File: config.mk
export PLATFORM = sky130hd
export DESIGN_NAME = mem_stage_flat
export DESIGN_NICKNAME = d
export VERILOG_FILES = /design/src/rtl/mem_stage_if.sv /design/src/rtl/mem_stage.sv /design/src/flat_wrapper.sv
export SDC_FILE = /design/constraint.sdc
export NUM_CORES = 1
export LEC_CHECK = 0
export CAP_MARGIN = 20
export CELL_PAD_IN_SITES_DETAIL_PLACEMENT = 0
export CELL_PAD_IN_SITES_GLOBAL_PLACEMENT = 2
export CORE_UTILIZATION = 24
export CTS_CLUSTER_DIAMETER = 40
export DETAILED_ROUTE_END_ITERATION = 10
export GPL_ROUTABILITY_DRIVEN = 0
export PLACE_DENSITY = 0.93
export SYNTH_ARGS = -nofsm -noshare
export SYNTH_HDL_FRONTEND = slang
export SYNTH_SLANG_ARGS = --single-unit
File: constraint.sdc
create_clock -name clk -period 5.7 [get_ports clk]
set_clock_uncertainty 0.15 [all_clocks]
set_input_delay 0.855 -clock clk [delete_from_list [all_inputs] [get_ports clk]]
set_output_delay 0.855 -clock clk [all_outputs]
set_load 0.02 [all_outputs]
File: src/rtl/mem_stage_if.sv
// Data-memory bus between the MEM stage and the data memory.
// master (mem_stage): drives dmem_req, dmem_we, dmem_addr, dmem_be, dmem_wdata;
//                     receives dmem_rdata and dmem_ack.
// slave  (memory)   : the mirror image.
interface mem_stage_if;
  logic        dmem_req;
  logic        dmem_we;
  logic [31:0] dmem_addr;
  logic [3:0]  dmem_be;
  logic [31:0] dmem_wdata;
  logic [31:0] dmem_rdata;
  logic        dmem_ack;

  modport master (
    output dmem_req, dmem_we, dmem_addr, dmem_be, dmem_wdata,
    input  dmem_rdata, dmem_ack
  );

  modport slave (
    input  dmem_req, dmem_we, dmem_addr, dmem_be, dmem_wdata,
    output dmem_rdata, dmem_ack
  );
endinterface

File: src/rtl/mem_stage.sv
// MEM pipeline stage: turns EX/MEM load/store requests into single data-memory
// transactions (IDLE -> BUSY -> DONE), formats load data and drives MEM/WB.
// Ports:
//   clk, reset         : clock, synchronous active-high reset
//   *_in               : EX/MEM controls, address/ALU result, store data, rd
//   dmem               : data-memory bus (master side)
//   reg_write_out, mem_to_reg_out, read_data_out, alu_res_out, write_reg_out
//                      : toward MEM/WB
//   stall              : freezes PC, IF/ID, ID/EX, EX/MEM
//   misalign_err       : one-cycle flag, misaligned access rejected in IDLE
//   bus_err            : one-cycle flag in DONE after an access timed out
module mem_stage (
  input  logic              clk,
  input  logic              reset,
  input  logic              mem_read_in,
  input  logic              mem_write_in,
  input  logic              reg_write_in,
  input  logic              mem_to_reg_in,
  input  logic [1:0]        size_in,
  input  logic              load_unsigned_in,
  input  logic [31:0]       alu_res_in,
  input  logic [31:0]       write_data_in,
  input  logic [4:0]        write_reg_in,
  mem_stage_if.master       dmem,
  output logic              reg_write_out,
  output logic              mem_to_reg_out,
  output logic [31:0]       read_data_out,
  output logic [31:0]       alu_res_out,
  output logic [4:0]        write_reg_out,
  output logic              stall,
  output logic              misalign_err,
  output logic              bus_err
);

  typedef enum logic [1:0] {IDLE = 2'd0, BUSY = 2'd1, DONE = 2'd2} state_t;

  state_t      state, state_next;
  logic [3:0]  cnt;
  logic [31:0] addr_q, wdata_q, rdata_q;
  logic [3:0]  be_q;
  logic        we_q, uns_q, timeout_q;
  logic [1:0]  size_q, ofs_q;

  logic        access, misaligned, start, ack_busy, expire;
  logic [3:0]  cnt_inc;

  function automatic logic is_misaligned(input logic [1:0] size, input logic [1:0] ofs);
    is_misaligned = (size == 2'b01 && ofs[0]) || (size[1] && ofs != 2'b00);
  endfunction

  function automatic logic [3:0] store_be(input logic [1:0] size, input logic [1:0] ofs);
    case (size)
      2'b00:   store_be = 4'b0001 << ofs;
      2'b01:   store_be = ofs[1] ? 4'b1100 : 4'b0011;
      default: store_be = 4'b1111;
    endcase
  endfunction

  function automatic logic [31:0] store_data(input logic [1:0] size, input logic [31:0] wd);
    case (size)
      2'b00:   store_data = {4{wd[7:0]}};
      2'b01:   store_data = {2{wd[15:0]}};
      default: store_data = wd;
    endcase
  endfunction

  // Little-endian lane select; the extension bit is forced to 0 for unsigned loads.
  function automatic logic [31:0] load_fmt(input logic [1:0] size, input logic [1:0] ofs,
                                           input logic uns, input logic [31:0] rd);
    logic [7:0]  b;
    logic [15:0] h;
    b = rd[{ofs, 3'b000} +: 8];
    h = ofs[1] ? rd[31:16] : rd[15:0];
    case (size)
      2'b00:   load_fmt = {{24{b[7] & ~uns}}, b};
      2'b01:   load_fmt = {{16{h[15] & ~uns}}, h};
      default: load_fmt = rd;
    endcase
  endfunction

  assign access     = mem_read_in | mem_write_in;
  assign misaligned = is_misaligned(size_in, alu_res_in[1:0]);
  assign start      = (state == IDLE) && access && !misaligned;
  assign ack_busy   = (state == BUSY) && dmem.dmem_ack;
  assign cnt_inc    = cnt + 4'd1;
  // The 15th BUSY cycle without ack is the last one; an ack in that cycle still wins.
  assign expire     = (state == BUSY) && !dmem.dmem_ack && (cnt_inc == 4'd15);

  // State register
  always_ff @(posedge clk) begin
    if (reset) state <= IDLE;
    else       state <= state_next;
  end

  // Next-state logic
  always_comb begin
    state_next = state;
    case (state)
      IDLE:    if (start) state_next = BUSY;
      BUSY:    if (ack_busy || expire) state_next = DONE;
      DONE:    state_next = IDLE;
      default: state_next = IDLE;
    endcase
  end

  // Request latch, timeout counter and load-data capture
  always_ff @(posedge clk) begin
    if (reset) begin
      cnt       <= '0;
      addr_q    <= '0;
      wdata_q   <= '0;
      be_q      <= '0;
      we_q      <= 1'b0;
      uns_q     <= 1'b0;
      size_q    <= '0;
      ofs_q     <= '0;
      rdata_q   <= '0;
      timeout_q <= 1'b0;
    end else if (start) begin
      cnt       <= '0;
      addr_q    <= {alu_res_in[31:2], 2'b00};
      wdata_q   <= store_data(size_in, write_data_in);
      be_q      <= store_be(size_in, alu_res_in[1:0]);
      we_q      <= mem_write_in;
      uns_q     <= load_unsigned_in;
      size_q    <= size_in;
      ofs_q     <= alu_res_in[1:0];
      timeout_q <= 1'b0;
    end else if (ack_busy) begin
      rdata_q   <= load_fmt(size_q, ofs_q, uns_q, dmem.dmem_rdata);
    end else if (state == BUSY) begin
      cnt       <= cnt_inc;
      if (expire) begin
        timeout_q <= 1'b1;
        rdata_q   <= '0;
      end
    end
  end

  // Output logic
  always_comb begin
    stall         = 1'b0;
    reg_write_out = reg_write_in;
    read_data_out = '0;
    misalign_err  = 1'b0;
    bus_err       = 1'b0;
    dmem.dmem_req = 1'b0;
    dmem.dmem_we  = 1'b0;
    dmem.dmem_be  = '0;
    case (state)
      IDLE: begin
        if (access) begin
          reg_write_out = 1'b0;
          if (misaligned) misalign_err = 1'b1;
          else            stall        = 1'b1;
        end
      end
      BUSY: begin
        stall         = 1'b1;
        reg_write_out = 1'b0;
        dmem.dmem_req = 1'b1;
        dmem.dmem_we  = we_q;
        dmem.dmem_be  = be_q;
      end
      DONE: begin
        read_data_out = rdata_q;
        bus_err       = timeout_q;
        if (timeout_q) reg_write_out = 1'b0;
      end
      default: ;
    endcase
  end

  assign dmem.dmem_addr  = addr_q;
  assign dmem.dmem_wdata = wdata_q;
  assign mem_to_reg_out  = mem_to_reg_in;
  assign alu_res_out     = alu_res_in;
  assign write_reg_out   = write_reg_in;

endmodule

File: src/flat_wrapper.sv
// flat-port wrapper written by rule: the top's interface ports become plain ports
module mem_stage_flat 
  (clk, reset, mem_read_in, mem_write_in, reg_write_in, mem_to_reg_in, size_in, load_unsigned_in, alu_res_in, write_data_in, write_reg_in, reg_write_out, mem_to_reg_out, read_data_out, alu_res_out, write_reg_out, stall, misalign_err, bus_err, dmem_dmem_req, dmem_dmem_we, dmem_dmem_addr, dmem_dmem_be, dmem_dmem_wdata, dmem_dmem_rdata, dmem_dmem_ack);
  mem_stage_if dmem_i ();
  input  logic clk;
  input  logic reset;
  input  logic mem_read_in;
  input  logic mem_write_in;
  input  logic reg_write_in;
  input  logic mem_to_reg_in;
  input  logic [1:0] size_in;
  input  logic load_unsigned_in;
  input  logic [31:0] alu_res_in;
  input  logic [31:0] write_data_in;
  input  logic [4:0] write_reg_in;
  output logic reg_write_out;
  output logic mem_to_reg_out;
  output logic [31:0] read_data_out;
  output logic [31:0] alu_res_out;
  output logic [4:0] write_reg_out;
  output logic stall;
  output logic misalign_err;
  output logic bus_err;
  output wire logic [$bits(dmem_i.dmem_req)-1:0] dmem_dmem_req;
  output wire logic [$bits(dmem_i.dmem_we)-1:0] dmem_dmem_we;
  output wire logic [$bits(dmem_i.dmem_addr)-1:0] dmem_dmem_addr;
  output wire logic [$bits(dmem_i.dmem_be)-1:0] dmem_dmem_be;
  output wire logic [$bits(dmem_i.dmem_wdata)-1:0] dmem_dmem_wdata;
  input wire logic [$bits(dmem_i.dmem_rdata)-1:0] dmem_dmem_rdata;
  input wire logic [$bits(dmem_i.dmem_ack)-1:0] dmem_dmem_ack;
  assign dmem_dmem_req = dmem_i.dmem_req;
  assign dmem_dmem_we = dmem_i.dmem_we;
  assign dmem_dmem_addr = dmem_i.dmem_addr;
  assign dmem_dmem_be = dmem_i.dmem_be;
  assign dmem_dmem_wdata = dmem_i.dmem_wdata;
  assign dmem_i.dmem_rdata = dmem_dmem_rdata;
  assign dmem_i.dmem_ack = dmem_dmem_ack;
  mem_stage u_core (.clk(clk), .reset(reset), .mem_read_in(mem_read_in), .mem_write_in(mem_write_in), .reg_write_in(reg_write_in), .mem_to_reg_in(mem_to_reg_in), .size_in(size_in), .load_unsigned_in(load_unsigned_in), .alu_res_in(alu_res_in), .write_data_in(write_data_in), .write_reg_in(write_reg_in), .dmem(dmem_i), .reg_write_out(reg_write_out), .mem_to_reg_out(mem_to_reg_out), .read_data_out(read_data_out), .alu_res_out(alu_res_out), .write_reg_out(write_reg_out), .stall(stall), .misalign_err(misalign_err), .bus_err(bus_err));
endmodule
==> results <==
- The post-synth design cell area is 5360 µm².
- In the final timing run, aggregate negative setup slack is 0 ns.
- In the final routed layout, each cell accounts on average for 15.5 µm.
- The via density per instance is 4.50.
- The first detailed-routing pass took 4 iterations.
- The final layout contains 950 nets.
- In this run the power spent charging and discharging nets is 606 µW.
- The leakage power is 0.00292 µW.
- The clock tree from TritonCTS is built.
- Clock latency on the worst-skew pair, taken at its later pin, is 0.36 ns.
- In the synthesized netlist the async set-or-reset flop fraction comes to 0%.
- The placed instances occupy a cell area of 7680 µm².
- The data arrival time of the critical path is 2.71 ns.
- The worst setup path category is input port to output pin.
- The overall via count from detail_route is 5056.
- The flow ran to the end, and the final reports show no timing, DRC or antenna violations.
- The upper clock frequency limit is 269 MHz.
- The floorplan step defined a die boundary enclosing 22900 µm².
- The initial core utilization is 24.5%.
- For this run, the register share of the synthesized area comes to 41.5%.
- After synthesis the netlist holds a flip-flop and latch count of 111.
- The relative contribution of sequential cells to total power is 42.1%.
- The buffer levels on the longest clock path is 2.
- The number of DRC violations after detailed routing is 0.
- Setup repair after global routing left no endpoint under its margin.
- The global-route wire length before repair is 26200 µm.
- The total internal power is 1460 µW.
- Synthesis instantiated 47 different standard cells from the library.
- At the placement stage, the worst setup path has a slack of 1.96 ns.
- The number of hold violations in the final report is 0.
- The count of max-cap constraint violations is 0.
- The worst-case IR drop observed on VDD is 0.156 mV.
- Once detail routing completed, the nets flagged for antenna violations numbered 0.
- After clock tree synthesis, the repair step resized 0 gates.
- Buffers inserted during clock tree synthesis total 9.
- Buffers added to address setup during post-CTS repair amount to 0.
- The share of the synthesized area in the top cell type is 41.5%.
- The cell taking the most area after synthesis is sky130_fd_sc_hd__dfxtp_1.
- The first routing iteration left 200 violations.
- The total clock sinks is 111.
- The count of mapped cells out of synthesis is 666.
- The H-tree depth is 3.
- The pin slew with the least headroom to its limit is 0.988 ns.
- The number of setup violations in the final report is 0.
- Of the total power, the share spent switching nets is 29.3%.
- The worst setup path is launched from an input port.
- The final routed wirelength across all metal layers is 17400 µm.
- Once detailed placement completed, the half-perimeter wirelength came to 12300 µm.
- The Yosys warning count is 0.
- During I/O placement, the number of pins put on the boundary was 255.
- After clock tree synthesis, the clock-pin slew on the worst setup and hold paths is 0.08 ns.
- The data required time of the critical path is 4.70 ns.
- The area growth from synthesis to layout is 49.5%.
- The number of slew-limit violations in the final report came to 0.
- Cells with a size suffix above 1 make up 4.63% of the layout.
- The worst setup path is captured at an output pin.
- The pin count of the biggest net entering global routing is 84.
- Dividing the synthesized area by the synthesized cell count gives 8.05 µm².
- Once routing completed, OpenROAD measured the worst setup slack at 1.99 ns.
- The class of the worst hold path is register to register.
- The largest fanout on the critical path is 22.
- The core outline area is 21900 µm².
- The floorplan has 54 rows.
- The initial antenna violation count is 1.
- In this run, the combinational gates consume 23.4% of the power.
- Sorting the synthesized cells by area gives the leading types as sky130_fd_sc_hd__dfxtp_1, sky130_fd_sc_hd__nand2_1, sky130_fd_sc_hd__buf_4, sky130_fd_sc_hd__a21oi_1, sky130_fd_sc_hd__and2_1.
- The headroom to the max-slew limit is 33.9%.
- The root buffer cell chosen for the clock tree is sky130_fd_sc_hd__clkbuf_16.
- The final-layout fill cell count is 2329.
- Measured along the y axis, the die boundary spans 151 µm.
- For the finished layout, the period the worst path requires is 3.71 ns.
- In this run, post-CTS hold repair placed 0 buffers.
- After layout, the worst path uses 65.1% of the clock period.
- Measured along the x axis, the die boundary spans 151 µm.
- The power per standard cell area is 258 nW/µm².
- The prevailing post-synth register cell is sky130_fd_sc_hd__dfxtp_1.
- The post-route cell area is 8020 µm².
- The clock network fraction of total power is 34.5%.
- Across every metal layer, demand over resource in global routing totals 15.0%.
- Across all hold checks on the routed design, the worst slack comes to 0.305 ns.
- After global routing the overflow that remains totals 0.
- The count of input and output buffers is 240.
- The count of flip-flops with a built-in enable after synthesis is 0.
- The via count of the first global-routing pass is 4832.
-- sequential cells by signal (all words and copies together), names as in the netlist --
| signal | cells |
|---|---|
| u_core.cnt | 4 |
| u_core.state | 2 |
| u_core.be_q | 4 |
| u_core.dmem.dmem_addr | 30 |
| u_core.we_q | 1 |
| u_core.timeout_q | 1 |
| u_core.rdata_q | 32 |
| u_core.dmem.dmem_wdata | 32 |
| u_core.ofs_q | 2 |
| u_core.size_q | 2 |
| u_core.uns_q | 1 |
-- worst max-delay path, stage by stage --
cell	delay [ns]
sky130_fd_sc_hd__clkdlybuf4s50_1	0.45
sky130_fd_sc_hd__buf_4	0.27
sky130_fd_sc_hd__a21o_1	0.21
sky130_fd_sc_hd__nand2_1	0.11
sky130_fd_sc_hd__nor3_1	0.18
sky130_fd_sc_hd__clkdlybuf4s50_1	0.63
-- kinds of logic (layout without fill, tap and decap cells) --
group	Yosys count	after routing	share of synthesized area [%]
and+or+nand+nor	266	266	22.4
AOI/OAI and AO/OA	156	156	19.7
DFF	111	111	41.5
buffers and inverters	102	277	10.6
muxes	25	25	4.83
xor gates and xnor gates	3	3	0.490
adders and majority gates	2	2	0.467
other	1	3	0.0700
-- per-layer routing --
layer	GRT usage (%)	vias to the layer above	share of wire [%]
met5	0	-	0
met4	4.65	0	1.4
met3	4.97	16	8.6
met2	25.1	190	47
met1	18.0	2295	43
li1	-	2555	-
-- through the flow --
step | power, µW | instances | utilization (%)
5_1_grt | 2180 | 1122 | 36.6
6_report | 2070 | 1123 | 36.6
3_5_place_dp | 1380 | 1106 | 35.1
3_3_place_gp | 1380 | 1106 | 35.1
4_1_cts | 2110 | 1122 | 36.6
2_1_floorplan | 1160 | 667 | -
-- final cells by class --
cell class	instances	area [µm²]	area share, %
clock inverter	6	91.3	1.14
clock buffer	10	239	2.98
antenna	1	2.50	0.0312
multi-input combinational	454	2590	32.3
timing repair buffer	247	2460	30.8
inverter	14	52.6	0.656
sequential	111	2220	27.7
tap	280	350	4.37
-- cell usage in the layout (no fill, tap or decap), drive strengths merged, types with 3 or more instances in the layout --
| master | count |
|---|---|
| clkbuf | 10 |
| a211oi | 9 |
| a31oi | 7 |
| nor2 | 43 |
| buf | 8 |
| nor3 | 8 |
| nand2 | 146 |
| and2 | 38 |
| a32o | 8 |
| o2bb2ai | 7 |
| a21oi | 55 |
| mux2i | 18 |
| a22o | 18 |
| o21bai | 3 |
| a311oi | 11 |
| o21ai | 28 |
| nor3b | 3 |
| inv | 16 |
| clkdlybuf4s50 | 239 |
| nand2b | 21 |
| dfxtp | 111 |
| mux2 | 7 |
-- synth_stat cells (2+ instances only) --
cell and number:
sky130_fd_sc_hd__a211oi_1 8, sky130_fd_sc_hd__a21oi_1 54, sky130_fd_sc_hd__a22o_1 18, sky130_fd_sc_hd__a311oi_1 11, sky130_fd_sc_hd__a31oi_1 7, sky130_fd_sc_hd__a32o_1 8, sky130_fd_sc_hd__and2_1 38, sky130_fd_sc_hd__buf_1 4
sky130_fd_sc_hd__buf_2 9, sky130_fd_sc_hd__buf_4 45, sky130_fd_sc_hd__clkbuf_1 29, sky130_fd_sc_hd__dfxtp_1 111, sky130_fd_sc_hd__ha_1 2, sky130_fd_sc_hd__inv_1 14, sky130_fd_sc_hd__mux2_2 7, sky130_fd_sc_hd__mux2i_1 18
sky130_fd_sc_hd__nand2_1 146, sky130_fd_sc_hd__nand2b_1 21, sky130_fd_sc_hd__nor2_1 43, sky130_fd_sc_hd__nor2b_1 2, sky130_fd_sc_hd__nor3_1 8, sky130_fd_sc_hd__nor3b_1 2, sky130_fd_sc_hd__o21a_1 2, sky130_fd_sc_hd__o21ai_0 27
sky130_fd_sc_hd__o21bai_1 3, sky130_fd_sc_hd__o2bb2ai_1 7, sky130_fd_sc_hd__xnor2_1 2
-- power groups by stage --
stage                     Sequential, µW  Clock [µW]  Combinational (µW)
after floorplan                      922           0                 235
after global placement               888           0                 490
after detailed placement             890           0                 491
after CTS                            872         741                 494
after global routing                 881         768                 528
final                                872         714                 485
-- path summary, 6_finish.rpt --
kind / startpoint / end / slack (ns) / depth (start not counted)
setup / recovery: size_in[0] / misalign_err / 1.99 / 6
hold / removal: u_core.dmem.dmem_addr[18] / u_core.dmem.dmem_addr[18] / 0.30 / 2
setup reg to reg: u_core.state[0] / u_core.rdata_q[21] / 3.13 / 5
hold reg to reg: u_core.dmem.dmem_addr[18] / u_core.dmem.dmem_addr[18] / 0.30 / 2
No activity file was read; power rests on OpenSTA's default activity.
